==> src/rtl/sequenciador_instrucoes_pkg.sv <==
// Shared definitions for the instruction sequencer and the processor control unit:
// opcode field values, sequencer state encoding and the default EXEC timeout.
package sequenciador_instrucoes_pkg;

  // Opcode lives in instruction bits [8:6]
  typedef enum logic [2:0] {
    OP_MV   = 3'b000,
    OP_MVI  = 3'b001,
    OP_ADD  = 3'b010,
    OP_SUB  = 3'b011,
    OP_HALT = 3'b111
  } opcode_t;

  typedef enum logic [2:0] {
    ST_IDLE  = 3'd0,
    ST_FETCH = 3'd1,
    ST_LOAD  = 3'd2,
    ST_ISSUE = 3'd3,
    ST_EXEC  = 3'd4,
    ST_HALT  = 3'd5,
    ST_ERRO  = 3'd6
  } state_t;

  localparam int TIMEOUT_DEFAULT = 8;

  // Extract the opcode field from an instruction word
  function automatic opcode_t opcode_of(input logic [15:0] instr);
    return opcode_t'(instr[8:6]);
  endfunction

endpackage

==> src/rtl/sequenciador_instrucoes_contador_timeout.sv <==
// Loadable down-counter with a zero flag; used to bound how long the
// sequencer waits for the processor to report Done.
module contador_timeout #(
  parameter int WIDTH = 4
) (
  input  logic             clk,
  input  logic             resetn,
  input  logic             load,
  input  logic [WIDTH-1:0] load_value,
  input  logic             dec,
  output logic             zero
);

  logic [WIDTH-1:0] count_reg;

  // Load has priority over decrement; the count saturates at zero
  always_ff @(posedge clk) begin
    if (!resetn) begin
      count_reg <= '0;
    end else if (load) begin
      count_reg <= load_value;
    end else if (dec && (count_reg != '0)) begin
      count_reg <= count_reg - WIDTH'(1);
    end
  end

  assign zero = (count_reg == '0);

endmodule

==> src/rtl/sequenciador_instrucoes.sv <==
// Instruction sequencer: fetches 16-bit words from a synchronous program ROM,
// hands them (plus the immediate for mvi) to the processor on DIN, pulses Run,
// and waits a bounded time for Done before fetching the next instruction.
module sequenciador_instrucoes
  import sequenciador_instrucoes_pkg::*;
#(
  parameter int ADDR_W  = 8,
  parameter int TIMEOUT = TIMEOUT_DEFAULT
) (
  input  logic              Clock,
  input  logic              Resetn,
  input  logic              Start,
  output logic [ADDR_W-1:0] MemAddr,
  input  logic [15:0]       MemData,
  output logic [15:0]       DIN,
  output logic              Run,
  input  logic              Done,
  output logic              Busy,
  output logic              Halted,
  output logic              Erro,
  output logic [7:0]        InstrCount
);

  // Counter is loaded with TIMEOUT-1 so that it reaches zero in the
  // TIMEOUT-th EXEC cycle.
  localparam int TO_W = (TIMEOUT < 2) ? 1 : $clog2(TIMEOUT);
  localparam logic [TO_W-1:0] TO_LOAD = TO_W'(TIMEOUT - 1);

  state_t            state_reg, state_next;
  logic [ADDR_W-1:0] pc_reg, pc_next;
  logic [15:0]       din_reg, din_next;
  logic              run_reg, run_next;
  logic [7:0]        count_reg, count_next;
  logic [ADDR_W-1:0] pc_plus1;
  logic [ADDR_W-1:0] mem_addr;
  logic              to_load;
  logic              to_dec;
  logic              to_zero;

  assign pc_plus1 = pc_reg + ADDR_W'(1);

  contador_timeout #(
    .WIDTH(TO_W)
  ) u_contador_timeout (
    .clk       (Clock),
    .resetn    (Resetn),
    .load      (to_load),
    .load_value(TO_LOAD),
    .dec       (to_dec),
    .zero      (to_zero)
  );

  // State, PC, data path and instruction counter registers
  always_ff @(posedge Clock) begin
    if (!Resetn) begin
      state_reg <= ST_IDLE;
      pc_reg    <= '0;
      din_reg   <= '0;
      run_reg   <= 1'b0;
      count_reg <= '0;
    end else begin
      state_reg <= state_next;
      pc_reg    <= pc_next;
      din_reg   <= din_next;
      run_reg   <= run_next;
      count_reg <= count_next;
    end
  end

  // Next-state logic; MemAddr presents PC except while prefetching the word after it
  always_comb begin
    state_next = state_reg;
    pc_next    = pc_reg;
    din_next   = din_reg;
    run_next   = 1'b0;
    count_next = count_reg;
    mem_addr   = pc_reg;
    to_load    = 1'b0;
    to_dec     = 1'b0;

    unique case (state_reg)
      ST_IDLE, ST_HALT, ST_ERRO: begin
        if (Start) begin
          pc_next    = '0;
          count_next = '0;
          state_next = ST_FETCH;
        end
      end

      ST_FETCH: begin
        mem_addr   = pc_reg;
        state_next = ST_LOAD;
      end

      ST_LOAD: begin
        // Request the following word now so it is ready if this is an mvi
        mem_addr = pc_plus1;
        if (opcode_of(MemData) == OP_HALT) begin
          state_next = ST_HALT;
        end else begin
          din_next   = MemData;
          run_next   = 1'b1;
          state_next = ST_ISSUE;
        end
      end

      ST_ISSUE: begin
        mem_addr   = pc_plus1;
        to_load    = 1'b1;
        state_next = ST_EXEC;
        if (opcode_of(din_reg) == OP_MVI) begin
          din_next = MemData;
          pc_next  = pc_reg + ADDR_W'(2);
        end else begin
          pc_next  = pc_plus1;
        end
      end

      ST_EXEC: begin
        // Done wins over a timeout expiring in the same cycle
        if (Done) begin
          count_next = count_reg + 8'd1;
          state_next = ST_FETCH;
        end else if (to_zero) begin
          state_next = ST_ERRO;
        end else begin
          to_dec = 1'b1;
        end
      end

      default: begin
        state_next = ST_IDLE;
      end
    endcase
  end

  assign MemAddr    = mem_addr;
  assign DIN        = din_reg;
  assign Run        = run_reg;
  assign InstrCount = count_reg;
  assign Busy       = (state_reg == ST_FETCH) || (state_reg == ST_LOAD) ||
                      (state_reg == ST_ISSUE) || (state_reg == ST_EXEC);
  assign Halted     = (state_reg == ST_HALT);
  assign Erro       = (state_reg == ST_ERRO);

endmodule

==> config.mk <==
export PLATFORM = sky130hd
export DESIGN_NAME = sequenciador_instrucoes
export DESIGN_NICKNAME = d
export VERILOG_FILES = /design/src/rtl/sequenciador_instrucoes_pkg.sv /design/src/rtl/sequenciador_instrucoes_contador_timeout.sv /design/src/rtl/sequenciador_instrucoes.sv
export SDC_FILE = /design/constraint.sdc
export NUM_CORES = 1
export LEC_CHECK = 0
export ABC_AREA = 0
export CAP_MARGIN = 20
export CORE_MARGIN = 2
export CORE_UTILIZATION = 25
export DETAILED_ROUTE_END_ITERATION = 16
export SLEW_MARGIN = 40
export SYNTH_ARGS = -nofsm -noshare
export SYNTH_HDL_FRONTEND = slang
export SYNTH_SLANG_ARGS = --single-unit
==> constraint.sdc <==
create_clock -name Clock -period 3.05 [get_ports Clock]
set_clock_uncertainty 0.05 [all_clocks]
set_input_delay 0.915 -clock Clock [delete_from_list [all_inputs] [get_ports Clock]]
set_output_delay 0.915 -clock Clock [all_outputs]
set_load 0.01 [all_outputs]
==> results.md, run 1 <==
- Synth-to-layout area growth: 35.02%
- Hold slack: roughly 450 ps
- Final ANT Viol Nets: 0
- Tmin final: 2891 ps
- Clock slew at reported path FFs: approximately 80 ps
- Crit-path leading delay family: buffers and inverters
- Crit path largest cell delay: roughly 540 ps
- Worst path required time: around 2100 ps
- Dpl hpwl: 3594 µm
- Crit path kind: reg -> out
- Via count: 1,842
- CTS tree: yes
- Count of different cell masters after synthesis: 52
- Slew Limit Fails: 0
- # IOs: 56
- Setup TNS: 0 ps
- Max Freq: 0.3459 GHz
- Status: complete, no violations
- Depth of the worst hold-timing path: 2
- Setup WS post-layout: 158.9 ps
- IO buf count: 55
- Layout Nets: 317
- Total Power: 1104 µW
- Area of the die: 9241 µm²
- Place WS: 315.2 ps
- Mapped cell area: approximately 2100 µm²
- CP Depth: 6
- DRC Markers: 0
- Number of H-tree levels: 2
- Hold Path Class: reg -> reg
- Yosys warns: 0
- Crit-path cells: ha_1 > and2_1 > nand2_1 > nor2_1 > xnor2_1 > clkdlybuf4s50_1
- Routability Congestion: 0.8003
- Clock root cell: clkbuf_8
- Global route total overflow: 0
- Post-DP Area: 2768 µm²
- CP arrival: around 1900 ps
- R2r endpoint: pc_reg[3]
- Worst R2R Start: state_reg[2]
- First element of the critical path: pc_reg[1]
- CTS Buffer Depth: 2
- Initial DRC count: 84
- Number of global-route vias before repair: 1,702
- Crit-path max FO: 7
- # setup viols final: 0
- Tcrit/Tclk final: 0.9479
- LEAKAGE: 0.001151 µW
- Total track usage: 0.1108
- Critical Path End Type: output port
- Tightest Pin Transition: 545.0 ps
- Slowest cell on the critical path: clkdlybuf4s50_1
- Die X: 96.13 µm
- Post-synthesis average cell area: 8.954 µm²
- Maximum number of pins on one net before global-route repair: 29
- Yosys reg bits: 39
- Power per cell area: 385.4 nW/µm²
- Setup crit end: MemAddr[5]
- TritonCTS Buffers: 5
- Post-CTS Setup Inserts: 0
- Syn_nets: 263
- Final Instance Area: 2865 µm²
- Max Cap Violations: 0
- Avg WL per Cell: 12.56 µm
- Startpoint Class: register
- Maximum vdd drop: 184.4 µV
- Vias/cell: 4.640
- Hold buffer count at CTS: 0
- Core area: about 8200 µm²
- First-pass GRT wire length: 7955 µm
- Seq/Total Area, Yosys: 0.3679
- Synth Instances: 237
- Final Hold Viols: 0
- Max FFs per register: 16
- Worst-Skew Late Latency: ~300 ps
- Headroom to the max-slew limit: 0.6361
- Die height: 96.13 µm
- RSZ-0062 raised after global routing: false
- Starting Density: 0.2583
- Layout cell share with drive strength beyond 1: 0.1062
- Clock sinks: 39
- R2r setup slk: 1210 ps
- First drt pass iteration count: 4
- Total inserted antenna cells: 0
- Buf+Inv Stages, Crit Path: 1
- Final WL: 4987 µm
- Row Count: 33
- Initial antenna violation count: 0
- Reg2reg path depth: 5
cell usage after synthesis (all sizes together):
cell | number | area, µm²
mux2i | 21 | 210.2
xnor2 | 5 | 43.79
nor2 | 26 | 97.59
o31a | 2 | 17.52
o21bai | 1 | 7.510
clkbuf | 5 | 18.77
a32o | 2 | 20.02
a22oi | 2 | 15.01
a211o | 4 | 36.29
or3b | 2 | 17.52
nand2 | 15 | 56.30
or4 | 3 | 22.52
inv | 12 | 45.04
a211oi | 1 | 7.510
a21boi | 1 | 7.510
o32ai | 1 | 8.760
nor2b | 2 | 12.51
a21bo | 1 | 10.01
a31oi | 5 | 31.28
nand4 | 4 | 25.02
mux2 | 3 | 33.78
nor3b | 2 | 26.28
and4bb | 2 | 25.02
and3 | 3 | 18.77
buf | 10 | 70.06
o211a | 1 | 10.01
nand3b | 1 | 11.26
o21ai | 9 | 48.80
or3 | 4 | 26.28
nand3 | 9 | 45.04
and2 | 3 | 20.02
and3b | 2 | 17.52
a21oi | 5 | 25.02
o311a | 1 | 10.01
a21o | 2 | 15.01
dfxtp | 39 | 780.8
o211ai | 5 | 37.54
o2111ai | 1 | 8.760
xor2 | 7 | 61.31
nand2b | 2 | 12.51
nor3 | 3 | 15.01
nand4b | 2 | 17.52
ha | 6 | 75.07
worst register-to-register path, delay by kind of cell (launching register included):
family          cells  cell delay, ps
buf+inv             1             190
flops               1             320
compound gates      2             660
simple gates        2             540
where the power goes:
part | switching (µW) | internal, µW
registers | 13.2 | 527
logic | 100 | 110
clock network | 195 | 159
total | 308 | 797
through the flow:
stage / instances / util
2_1_floorplan: 237 / -
3_3_place_gp: 389 / 0.3368
3_5_place_dp: 389 / 0.3368
4_1_cts: 397 / 0.3478
5_1_grt: 397 / 0.3487
6_report: 397 / 0.3487
per-layer routing:
layer  vias to the layer above  track usage  part of all wire
li1                        948            -                 -
met1                       853       0.1457              0.47
met2                        35       0.1719              0.47
met3                         6      0.02506             0.040
met4                         0      0.05000             0.017
met5                         -            0                 0
layout by cell type (no fill, tap or decap), drive strengths merged, types with 6 or more instances in the layout:
| cell type | instances |
|---|---|
| dfxtp | 39 |
| buf | 7 |
| clkdlybuf4s50 | 54 |
| nor2 | 26 |
| mux2i | 21 |
| xor2 | 7 |
| nand2 | 15 |
| o21ai | 9 |
| ha | 6 |
| nand3 | 9 |
| inv | 12 |
kinds of logic after synthesis:
kind of cell / share of synthesized area
and+or+nand+nor: 0.2199
AOI/OAI and AO/OA: 0.1492
DFF: 0.3679
buffers and inverters: 0.06309
muxes: 0.1150
xor gates and xnor gates: 0.04953
adders and majority gates: 0.03538
worst min path at each step:
stage / endpoint / startpoint
6_report: DIN[13] / DIN[13]
5_1_grt: InstrCount[7] / InstrCount[7]
4_1_cts: DIN[13] / DIN[13]
3_5_place_dp: DIN[13] / DIN[13]
3_3_place_gp: DIN[0] / DIN[0]
2_1_floorplan: pc_reg[7] / pc_reg[7]
what timing repair did:
action | CTS | global route
resized for setup | 1 | 4
cloned | 0 | 0
endpoints found under the setup margin | 1 | 4
endpoints found under the hold margin | 0 | 0
layout make-up:
class,count,area [µm²]
tap,105,131.4
timing repair buffer,62,605.6
inverter,12,45.04
multi-input combinational,171,1207
sequential,39,787.0
clock buffer,5,68.82
fill,845,5351
clock inverter,3,20.02
(Power assumes the default switching activity.)
==> inputs of run 2 (changes only) <==
--- a/config.mk
+++ b/config.mk
@@ -9,6 +9,8 @@
 export CAP_MARGIN = 20
 export CORE_MARGIN = 2
 export CORE_UTILIZATION = 25
+export CTS_BUF_LIST = sky130_fd_sc_hd__clkbuf_8
+export CTS_CLUSTER_DIAMETER = 200
 export DETAILED_ROUTE_END_ITERATION = 16
 export SLEW_MARGIN = 40
 export SYNTH_ARGS = -nofsm -noshare
==> results of run 2 <==
Final layout, timing and power as in run 1 (identical DEF).
==> inputs of run 3 (changes only) <==
--- a/config.mk
+++ b/config.mk
@@ -16,3 +16,4 @@
 export SYNTH_ARGS = -nofsm -noshare
 export SYNTH_HDL_FRONTEND = slang
 export SYNTH_SLANG_ARGS = --single-unit
+export TNS_END_PERCENT = 100
==> results of run 3 <==
Final layout, timing and power as in run 1 (identical DEF).
